--- src/rtl/uart_pkg.sv ---
`default_nettype none
// +-----------------------------------------------------------------------+
// | Module   : uart_pkg                                                   |
// | Purpose  : Shared types and constants for the UART transmit path.     |
// |            tx_state_e encodes the serialiser FSM; PARITY is always    |
// |            encoded so both builds share one state map, but it is only |
// |            visited when UART_TX_PARITY_EN is defined.                 |
// | Revision : 1.0 - initial release                                      |
// +-----------------------------------------------------------------------+
package uart_pkg;

  localparam int   UART_DATA_BITS    = 8;
  localparam logic UART_IDLE_LEVEL   = 1'b1;
  localparam int   UART_CLKS_PER_BIT = 217;  // 25 MHz / 115200 baud

  typedef enum logic [2:0] {
    IDLE   = 3'd0,
    START  = 3'd1,
    DATA   = 3'd2,
    PARITY = 3'd3,
    STOP   = 3'd4
  } tx_state_e;

endpackage : uart_pkg
`default_nettype wire

--- src/rtl/uart_tx_fifo.sv ---
`default_nettype none
// +-----------------------------------------------------------------------+
// | Module   : uart_tx_fifo                                               |
// | Purpose  : FIFO_DEPTH x WIDTH synchronous FIFO holding bytes awaiting |
// |            transmission. Status flags come from the registered count  |
// |            only, so there is no combinational path from wr_en_i.      |
// | Ports    : clk_i, rst_ni      clock, async active-low reset           |
// |            wr_en_i/wr_data_i  push request and data                   |
// |            rd_en_i/rd_data_o  pop request, head-of-queue data         |
// |            full_o, empty_o    occupancy flags                         |
// |            overflow_o         one-cycle pulse when a push is dropped  |
// | Revision : 1.0 - initial release                                      |
// +-----------------------------------------------------------------------+
module uart_tx_fifo
  import uart_pkg::*;
#(
  parameter int FIFO_DEPTH = 4,
  parameter int WIDTH      = UART_DATA_BITS
) (
  input  logic             clk_i,
  input  logic             rst_ni,
  input  logic             wr_en_i,
  input  logic [WIDTH-1:0] wr_data_i,
  input  logic             rd_en_i,
  output logic [WIDTH-1:0] rd_data_o,
  output logic             full_o,
  output logic             empty_o,
  output logic             overflow_o
);

  localparam int AW = $clog2(FIFO_DEPTH);
  localparam logic [AW:0] C_COUNT_FULL = (AW+1)'(FIFO_DEPTH);

  logic [AW-1:0]    wr_ptr_q, wr_ptr_d;
  logic [AW-1:0]    rd_ptr_q, rd_ptr_d;
  logic [AW:0]      count_q, count_d;
  logic             overflow_q, overflow_d;
  logic [WIDTH-1:0] mem_q [FIFO_DEPTH];
  logic [WIDTH-1:0] mem_d [FIFO_DEPTH];

  logic w_wr_accept;
  logic w_rd_accept;

  assign full_o      = (count_q == C_COUNT_FULL);
  assign empty_o     = (count_q == '0);
  assign overflow_o  = overflow_q;
  assign rd_data_o   = mem_q[rd_ptr_q];

  // Acceptance is judged on the pre-edge count: a full FIFO refuses a
  // write even if the same cycle pops an entry.
  assign w_wr_accept = wr_en_i && !full_o;
  assign w_rd_accept = rd_en_i && !empty_o;

  always_comb begin
    wr_ptr_d   = wr_ptr_q;
    rd_ptr_d   = rd_ptr_q;
    count_d    = count_q;
    overflow_d = wr_en_i && full_o;
    mem_d      = mem_q;

    if (w_wr_accept) begin
      mem_d[wr_ptr_q] = wr_data_i;
      wr_ptr_d        = wr_ptr_q + AW'(1);  // power-of-2 depth wraps naturally
    end
    if (w_rd_accept) begin
      rd_ptr_d = rd_ptr_q + AW'(1);
    end

    case ({w_wr_accept, w_rd_accept})
      2'b10:   count_d = count_q + (AW+1)'(1);
      2'b01:   count_d = count_q - (AW+1)'(1);
      default: count_d = count_q;
    endcase
  end

  always_ff @(posedge clk_i or negedge rst_ni) begin
    if (!rst_ni) begin
      wr_ptr_q   <= '0;
      rd_ptr_q   <= '0;
      count_q    <= '0;
      overflow_q <= 1'b0;
    end else begin
      wr_ptr_q   <= wr_ptr_d;
      rd_ptr_q   <= rd_ptr_d;
      count_q    <= count_d;
      overflow_q <= overflow_d;
    end
  end

  // Storage carries no reset; validity is tracked by the pointers/count.
  always_ff @(posedge clk_i) begin
    mem_q <= mem_d;
  end

endmodule : uart_tx_fifo
`default_nettype wire

--- src/rtl/uart_tx_buffered.sv ---
`default_nettype none
// +-----------------------------------------------------------------------+
// | Module   : uart_tx_buffered                                           |
// | Purpose  : Buffered UART transmitter. Bytes are queued in a small     |
// |            FIFO and serialised LSB first as 8N1 frames. Defining      |
// |            UART_TX_PARITY_EN inserts an even-parity bit (8E1).        |
// | Ports    : clk_i, rst_ni      clock, async active-low reset           |
// |            wr_en_i, tx_byte_i byte push into the FIFO                 |
// |            full_o, empty_o    FIFO status                             |
// |            overflow_o         pulse when a push is dropped            |
// |            tx_serial_o        serial line, idle high, from a flop     |
// |            tx_active_o        high while a frame is on the line       |
// |            tx_done_o          pulse on the last stop-bit cycle        |
// | Revision : 1.0 - initial release                                      |
// +-----------------------------------------------------------------------+
module uart_tx_buffered
  import uart_pkg::*;
#(
  parameter int CLKS_PER_BIT = UART_CLKS_PER_BIT,
  parameter int FIFO_DEPTH   = 4
) (
  input  logic       clk_i,
  input  logic       rst_ni,
  input  logic       wr_en_i,
  input  logic [7:0] tx_byte_i,
  output logic       full_o,
  output logic       empty_o,
  output logic       overflow_o,
  output logic       tx_serial_o,
  output logic       tx_active_o,
  output logic       tx_done_o
);

  localparam int CW = $clog2(CLKS_PER_BIT);
  localparam logic [CW-1:0] C_CNT_MAX = CW'(CLKS_PER_BIT - 1);

  tx_state_e                  state_q, state_d;
  logic [CW-1:0]              clk_cnt_q, clk_cnt_d;
  logic [2:0]                 bit_idx_q, bit_idx_d;
  logic [UART_DATA_BITS-1:0]  shift_q, shift_d;
  logic                       tx_serial_q, tx_serial_d;
  logic                       tx_active_q, tx_active_d;
  logic                       tx_done_q, tx_done_d;

  logic                       fifo_rd_en;
  logic                       fifo_empty;
  logic [UART_DATA_BITS-1:0]  fifo_rd_data;
  logic                       bit_end;

  uart_tx_fifo #(
    .FIFO_DEPTH (FIFO_DEPTH),
    .WIDTH      (UART_DATA_BITS)
  ) u_fifo (
    .clk_i      (clk_i),
    .rst_ni     (rst_ni),
    .wr_en_i    (wr_en_i),
    .wr_data_i  (tx_byte_i),
    .rd_en_i    (fifo_rd_en),
    .rd_data_o  (fifo_rd_data),
    .full_o     (full_o),
    .empty_o    (fifo_empty),
    .overflow_o (overflow_o)
  );

  assign empty_o     = fifo_empty;
  assign tx_serial_o = tx_serial_q;
  assign tx_active_o = tx_active_q;
  assign tx_done_o   = tx_done_q;
  assign bit_end     = (clk_cnt_q == C_CNT_MAX);

  // Next-state logic. The FSM state leads the line by one cycle: the
  // serial/active flops are loaded from the current state, which gives
  // the write-to-start-bit latency of two edges.
  always_comb begin
    state_d    = state_q;
    clk_cnt_d  = bit_end ? '0 : clk_cnt_q + CW'(1);
    bit_idx_d  = bit_idx_q;
    shift_d    = shift_q;
    fifo_rd_en = 1'b0;
    tx_done_d  = 1'b0;

    case (state_q)
      IDLE: begin
        clk_cnt_d = '0;
        if (!fifo_empty) begin
          fifo_rd_en = 1'b1;
          shift_d    = fifo_rd_data;
          bit_idx_d  = '0;
          state_d    = START;
        end
      end
      START: begin
        if (bit_end) begin
          bit_idx_d = '0;
          state_d   = DATA;
        end
      end
      DATA: begin
        if (bit_end) begin
          if (bit_idx_q == 3'd7) begin
`ifdef UART_TX_PARITY_EN
            state_d = PARITY;
`else
            state_d = STOP;
`endif
          end else begin
            bit_idx_d = bit_idx_q + 3'd1;
          end
        end
      end
`ifdef UART_TX_PARITY_EN
      PARITY: begin
        if (bit_end) begin
          state_d = STOP;
        end
      end
`endif
      STOP: begin
        if (bit_end) begin
          tx_done_d = 1'b1;
          // Chain straight into the next frame so queued bytes leave
          // with no idle gap on the line.
          if (!fifo_empty) begin
            fifo_rd_en = 1'b1;
            shift_d    = fifo_rd_data;
            bit_idx_d  = '0;
            state_d    = START;
          end else begin
            state_d    = IDLE;
          end
        end
      end
      default: begin
        state_d   = IDLE;
        clk_cnt_d = '0;
      end
    endcase
  end

  // Line level and activity flag derived from the current state.
  always_comb begin
    tx_serial_d = UART_IDLE_LEVEL;
    tx_active_d = (state_q != IDLE);
    case (state_q)
      START:   tx_serial_d = 1'b0;
      DATA:    tx_serial_d = shift_q[bit_idx_q];
`ifdef UART_TX_PARITY_EN
      PARITY:  tx_serial_d = ^shift_q;
`endif
      default: tx_serial_d = UART_IDLE_LEVEL;
    endcase
  end

  always_ff @(posedge clk_i or negedge rst_ni) begin
    if (!rst_ni) begin
      state_q     <= IDLE;
      clk_cnt_q   <= '0;
      bit_idx_q   <= '0;
      shift_q     <= '0;
      tx_serial_q <= UART_IDLE_LEVEL;
      tx_active_q <= 1'b0;
      tx_done_q   <= 1'b0;
    end else begin
      state_q     <= state_d;
      clk_cnt_q   <= clk_cnt_d;
      bit_idx_q   <= bit_idx_d;
      shift_q     <= shift_d;
      tx_serial_q <= tx_serial_d;
      tx_active_q <= tx_active_d;
      tx_done_q   <= tx_done_d;
    end
  end

endmodule : uart_tx_buffered
`default_nettype wire

--- config.mk ---
export PLATFORM = sky130hd
export DESIGN_NAME = uart_tx_buffered
export DESIGN_NICKNAME = d
export VERILOG_FILES = /design/src/rtl/uart_pkg.sv /design/src/rtl/uart_tx_fifo.sv /design/src/rtl/uart_tx_buffered.sv
export SDC_FILE = /design/constraint.sdc
export NUM_CORES = 1
export LEC_CHECK = 0
export ABC_AREA = 0
export ABC_CLOCK_PERIOD_IN_PS = 5300
export CORE_ASPECT_RATIO = 0.6
export CORE_MARGIN = 3
export CORE_UTILIZATION = 58
export DETAILED_ROUTE_END_ITERATION = 7
export PLACE_DENSITY = 0.78
export SLEW_MARGIN = 20
export SYNTH_ARGS = -nofsm -noshare
export SYNTH_HDL_FRONTEND = slang
export SYNTH_HIERARCHICAL = 1
export SYNTH_SLANG_ARGS = --single-unit
--- constraint.sdc ---
create_clock -name clk_i -period 5.3 [get_ports clk_i]
set_input_delay 1.325 -clock clk_i [delete_from_list [all_inputs] [get_ports clk_i]]
set_output_delay 1.325 -clock clk_i [all_outputs]
set_load 0.02 [all_outputs]
## Word-level counts from Yosys, hierarchy flattened

Cells that the tools add are included.

| cells by class | value |
|---|---|
| add/subtract/negate cells | 6 |
| $mul | 0 |
| divide/modulo/power cells | 0 |
| magnitude comparators | 4 |
| equal/unequal tests | 14 |
| shift operators | 0 |
| multiplexer cells | 33 |
| bitwise logic cells | 2 |
| reduce and logical (&&, ||, !) cells | 16 |

Operators by type and width:

| cell | number |
|---|---|
| two-way mux 8 bit | 7 |
| bitwise mux 32 bit | 1 |
| two-way mux 3 bit | 10 |
| one-hot mux 3 bit (4 select lines) | 2 |
| binary-select mux 8 bit (select 2 bit) | 1 |
| demux 8 bit (select 2 bit) | 1 |
| one-hot mux 8 bit (2 select lines) | 1 |
| != test 2 bit (second input constant) | 6 |
| AND reduction 5 bit | 2 |
| equality test 3 bit (second input constant) | 3 |
| adder 8 x 1 -> 8 bit (second input constant) | 1 |
| equality test 8 bit (second input constant) | 1 |
| adder 3 x 1 -> 3 bit (second input constant) | 2 |
| greater-or-equal comparator 3 bit (second input constant) | 2 |
| zero test 3 bit | 2 |
| two-way mux 1 bit | 6 |
| inverter 2 -> 3 bit | 2 |
| one-hot mux 3 bit (2 select lines) | 1 |
| adder 2 x 1 -> 2 bit (second input constant) | 2 |
| logical AND 1 bit | 4 |
| less-than comparator 3 x 4 -> 1 bit (second input constant) | 1 |
| one-hot mux 1 bit (2 select lines) | 2 |
| nonzero test 2 bit | 2 |
| nonzero test 4 bit | 1 |
| 11 further kinds | 12 |

| storage, ports and cells | value |
|---|---|
| flip-flop bits (word level) | 65 |
| latch bits | 0 |
| bits in writable memories | 0 |
| bits in read-only memories | 0 |
| input port bits | 11 |
| output and inout port bits | 6 |
| memories kept | 0 |

## Depth between registers and ports, before layout

| logic depth | value |
|---|---|
| depth after elaboration | 7 |
| depth in mapped cells | 13 |

## By module

The synthesis kept the hierarchy.

By module, submodules not included:

| module | times used | cells an instance | area each (µm²) |
|---|---|---|---|
| uart_tx_fifo | 1 | 82 | 1619.1 |
| uart_tx_buffered | 1 | 105 | 1228.7 |

## Least setup slack after synthesis

Ideal clock, no wire load.

| timing | value |
|---|---|
| path type | flip-flop to flip-flop |
| from | register clk_cnt_q[0] |
| to | register u_fifo.count_q[2] |
| arrival time | 2.787 ns |
| data required time | 5.221 ns |
| path slack | 2.434 ns |
| stages on the path, launching flop included | 14 |
| buffers on the path | 1 |
| period minus slack after synthesis | 2.866 ns |
| cells stage by stage | dfrtp_1 > inv_1 > ha_1 > or4b_4 > a2111o_1 > buf_6 > inv_1 > o31a_2 > ha_1 > inv_1 > fa_1 > xor2_1 > nor2_1 > xor2_1 |

| on the way | value |
|---|---|
| word-level cells in the longest chain between the ends | 6 |
| elaborated cells on any way between the ends | 8 |
| those cells by class | eq/ne (3); mux (3); reduce/logical (2) |

Ends and longest elaborated chain:

| element | line | RTL |
|---|---|---|
| from (decl) | uart_tx_buffered.sv:38 | `logic [CW-1:0] clk_cnt_q, clk_cnt_d;` |
| from (signal assigned) | uart_tx_buffered.sv:165 | `clk_cnt_q <= clk_cnt_d;` |
| equality test 8 bit (*) | uart_tx_buffered.sv:69 | `assign bit_end = (clk_cnt_q == C_CNT_MAX);` |
| two-way mux 1 bit (*) | uart_tx_buffered.sv:119 | `if (bit_end) begin` |
| one-hot mux 1 bit (2 select lines) (*) | uart_tx_buffered.sv:82 | `case (state_q)` |
| named net fifo_rd_en | uart_tx_buffered.sv:45 | `logic fifo_rd_en;` |
| logical AND 1 bit (*) | uart_tx_fifo.sv:52 | `assign w_rd_accept = rd_en_i && !empty_o;` |
| named net u_fifo.w_rd_accept | uart_tx_fifo.sv:42 | `logic w_rd_accept;` |
| equality test 2 x 1 -> 1 bit / equality test 2 bit (equally long branches) | uart_tx_fifo.sv:69 | `case ({w_wr_accept, w_rd_accept})` |
| one-hot mux 3 bit (2 select lines) / nonzero test 2 bit (equally long branches) | -- |  |
| to (signal assigned) | uart_tx_fifo.sv:85 | `count_q <= count_d;` |
| to (decl) | uart_tx_fifo.sv:36 | `logic [AW:0] count_q, count_d;` |

Mark *: on every way through the listed nets, which the timed path passes. The rest lies on a longest branch.
A chain may end at the register's enable or synchronous reset.

## Final worst setup path

| timing | value |
|---|---|
| from | register u_fifo.count_q[0] |
| to | output empty_o |

| on the way | value |
|---|---|
| word-level cells in the longest chain between the ends | 1 |

Ends and longest elaborated chain:

| element | line | RTL |
|---|---|---|
| zero test 3 bit | uart_tx_fifo.sv:45 | `assign empty_o = (count_q == '0);` |
| to (decl) | uart_tx_buffered.sv:27 | `output logic empty_o,` |

No other way between the ends.

==> impl_metrics.json <==
{
  "status": "finished, final reports clean",
  "setup_violations": 0,
  "cts_resized": 0,
  "synth.area.top_cells": "edfxtp_1, dfrtp_1, mux4_2",
  "holdPathEnd": "clk_cnt_q[0]",
  "drv_slew": 0,
  "start_kind": "flip-flop",
  "synthTopCellsByCount": "dfrtp_1, edfxtp_1, inv_1",
  "internal-power_mw": 1.12,
  "max_slew_margin_pct": 37.8,
  "antenna_found_initial": 0,
  "finalCriticalPeriod_ns": 3.24,
  "p_comb_share_pct": 26.5,
  "crit_slowest_cell": "clkdlybuf4s50_1",
  "cp-end-kind": "primary output",
  "via_count": 1564,
  "cts_sinks": 65,
  "skew_ns": 0.00762,
  "core.rowCount": 19,
  "required_ns": 3.97,
  "synthCells": 187,
  "grtUsageTotal_pct": 18.9,
  "ys_types": 40,
  "r2r_cells": 12,
  "ys_seq_area_share_pct": 62.8,
  "core_area_um2": 4660,
  "maxCapViolCount": 0,
  "io_buffers": 16,
  "drc_errors": 0,
  "grt_max_degree": 34,
  "critical_path_class": "reg2out",
  "ys_warn_count": 6,
  "rsz0062_at_grt": "no",
  "pwr-share-seq_pct": 49.6,
  "root_buffer": "clkbuf_8",
  "ys_ff_latch": 65,
  "swShare_pct": 29.6,
  "fin_ws_ns": 2.06,
  "r2r_slack_ns": 2.07,
  "drt-total-wl_um": 4700,
  "dp_hpwl_um": 3330,
  "gr-total-overflow": 0,
  "min_from": "clk_cnt_q[0]",
  "path_clk_slew_ns": 0.06,
  "layout-drive-gt1-share_pct": 17.8,
  "power.density_nw_per_um2": 492,
  "cellLeakagePower_nw": 1.32,
  "pre_cts_slack_ns": 2.08,
  "antenna_left": 0,
  "place_area_um2": 3060,
  "grt_pass1_wl_um": 7650,
  "wl_per_cell_um": 17.0,
  "die_x_um": 96.5,
  "reg2reg_from": "clk_cnt_q[0]",
  "worstHoldPathCells": 1,
  "crit_family": "buffers and inverters",
  "synth_edf_count": 32,
  "cts_hold_buf": 0,
  "numCtsBuffers": 9,
  "fin_crit_sh_pct": 61.1,
  "yosysTopAreaCellShare_pct": 33.7,
  "path_max_fanout": 5,
  "critPathArrivalTime_ns": 1.92,
  "path_cells": "nor3_1 -> clkdlybuf4s50_1",
  "fin_nets": 230,
  "critPathBufInv": 1,
  "peakVddDrop_mv": 0.280,
  "die_y_um": 60.3,
  "post-route-cell-area_um2": 3240,
  "max_freq_mhz": 309,
  "cts_buffer_depth": 2,
  "place.gp.congestion": 0.801,
  "start_util_pct": 61.1,
  "clk_latency_ns": 0.34,
  "synth_top_cell_by_area": "edfxtp_1",
  "postCtsSetupBuffers": 0,
  "min_path_type": "reg2reg",
  "syn_area_um2": 2850,
  "tritoncts": "done",
  "finalHoldViolations": 0,
  "grt_pass1_vias": 1520,
  "r2r_end": "u_fifo/count_q[2]",
  "tightestPinTransition_ns": 0.920,
  "post_synth.cell_area_avg_um2": 15.2,
  "synthFlopType": "edfxtp_1",
  "insertedDiodeCount": 0,
  "vias_per_cell": 5.65,
  "syn2layout_area_growth_pct": 13.8,
  "pwr-share-clk_pct": 23.9,
  "fp.dieArea_um2": 5810,
  "cpPeakStageDelay_ns": 0.69,
  "p_switching_mw": 0.472,
  "whs_ns": 0.502,
  "drt_iter0_drc": 82,
  "cts.htree.levels": 3,
  "async_flop_share_pct": 50.8,
  "syn-num-nets": 208,
  "setup_tns_ns": 0,
  "first_pass_iters": 4,
  "io_pins": 17
}
## cell usage in the layout (no fill, tap or decap), types with 8 or more instances in the layout
master	instances
ha_1	9
clkdlybuf4s50_1	16
mux2_4	9
nor2_1	12
inv_1	15
xnor2_1	8
clkbuf_8	9
mux4_2	10
nand2_1	9
edfxtp_1	32
dfrtp_1	32
## cell families after synthesis
group	synth area share, %
mux	13.8
compound gates	2.64
xor+xnor	4.00
simple gates	9.09
fa+ha+maj	4.66
buf+inv	3.08
flops	62.8
## power by group through the flow
stage | sequential [mW] | combinational [mW] | clock [mW]
3_5_place_dp | 0.800 | 0.428 | 0
4_1_cts | 0.791 | 0.430 | 0.393
2_1_floorplan | 0.742 | 0.353 | 0
3_3_place_gp | 0.787 | 0.403 | 0
6_report | 0.791 | 0.423 | 0.381
5_1_grt | 0.807 | 0.462 | 0.416
## how the worst max path moves through the flow
| stage | endpoint | depth (start not counted) | start |
|---|---|---|---|
| 6_report | empty_o | 2 | u_fifo/count_q[0] |
| 3_5_place_dp | u_fifo/count_q[2] | 12 | clk_cnt_q[0] |
| 4_1_cts | empty_o | 2 | u_fifo/count_q[0] |
| 3_3_place_gp | u_fifo/count_q[2] | 12 | clk_cnt_q[0] |
| 2_1_floorplan | u_fifo/count_q[2] | 13 | clk_cnt_q[0] |
| 5_1_grt | u_fifo/count_q[2] | 12 | clk_cnt_q[0] |
## stage by stage
stage	power [mW]	utilization, %	std cells
floorplan	1.10	-	187
finish	1.60	69.5	277
detailed placement	1.23	65.7	261
global route	1.68	69.5	277
CTS	1.61	69.5	277
global placement	1.19	65.7	261
## state kept, by name, summed over array words and instances, names as in the netlist
name and cells:
bit_idx_q 3, state_q 3, u_fifo/count_q 3, clk_cnt_q 8, u_fifo/overflow_o 1, shift_q 8
tx_active_o 1, u_fifo/mem_q 32, tx_done_o 1, u_fifo/rd_ptr_q 2, u_fifo/wr_ptr_q 2, tx_serial_o 1
## metal layers
| metal | share of wire (%) | vias up | GRT usage, % |
|---|---|---|---|
| li1 | - | 718 | - |
| met1 | 45 | 796 | 25.6 |
| met2 | 47 | 39 | 27.5 |
| met3 | 5.8 | 11 | 7.04 |
| met4 | 2.1 | 0 | 8.38 |
| met5 | 0 | - | 0 |
## cell type report
| type | count | area [um^2] |
|---|---|---|
| clock buffer | 11 | 131 |
| clock inverter | 5 | 46.3 |
| fill | 320 | 1420 |
| inverter | 15 | 56.3 |
| multi-input combinational | 101 | 972 |
| sequential | 65 | 1790 |
| tap | 63 | 78.8 |
| timing repair buffer | 17 | 168 |
## worst register-to-register path: stages, from the launching register on
cell and delay (ns):
dfrtp_1 0.41, inv_1 0.07, ha_1 0.15, or4b_4 0.48, a2111o_1 0.66, inv_1 0.12
o31a_2 0.18, ha_1 0.18, inv_1 0.06, fa_1 0.38, xor2_1 0.15, nor2_1 0.12
xor2_1 0.17
Note: power is estimated with default switching activity, not from simulation.
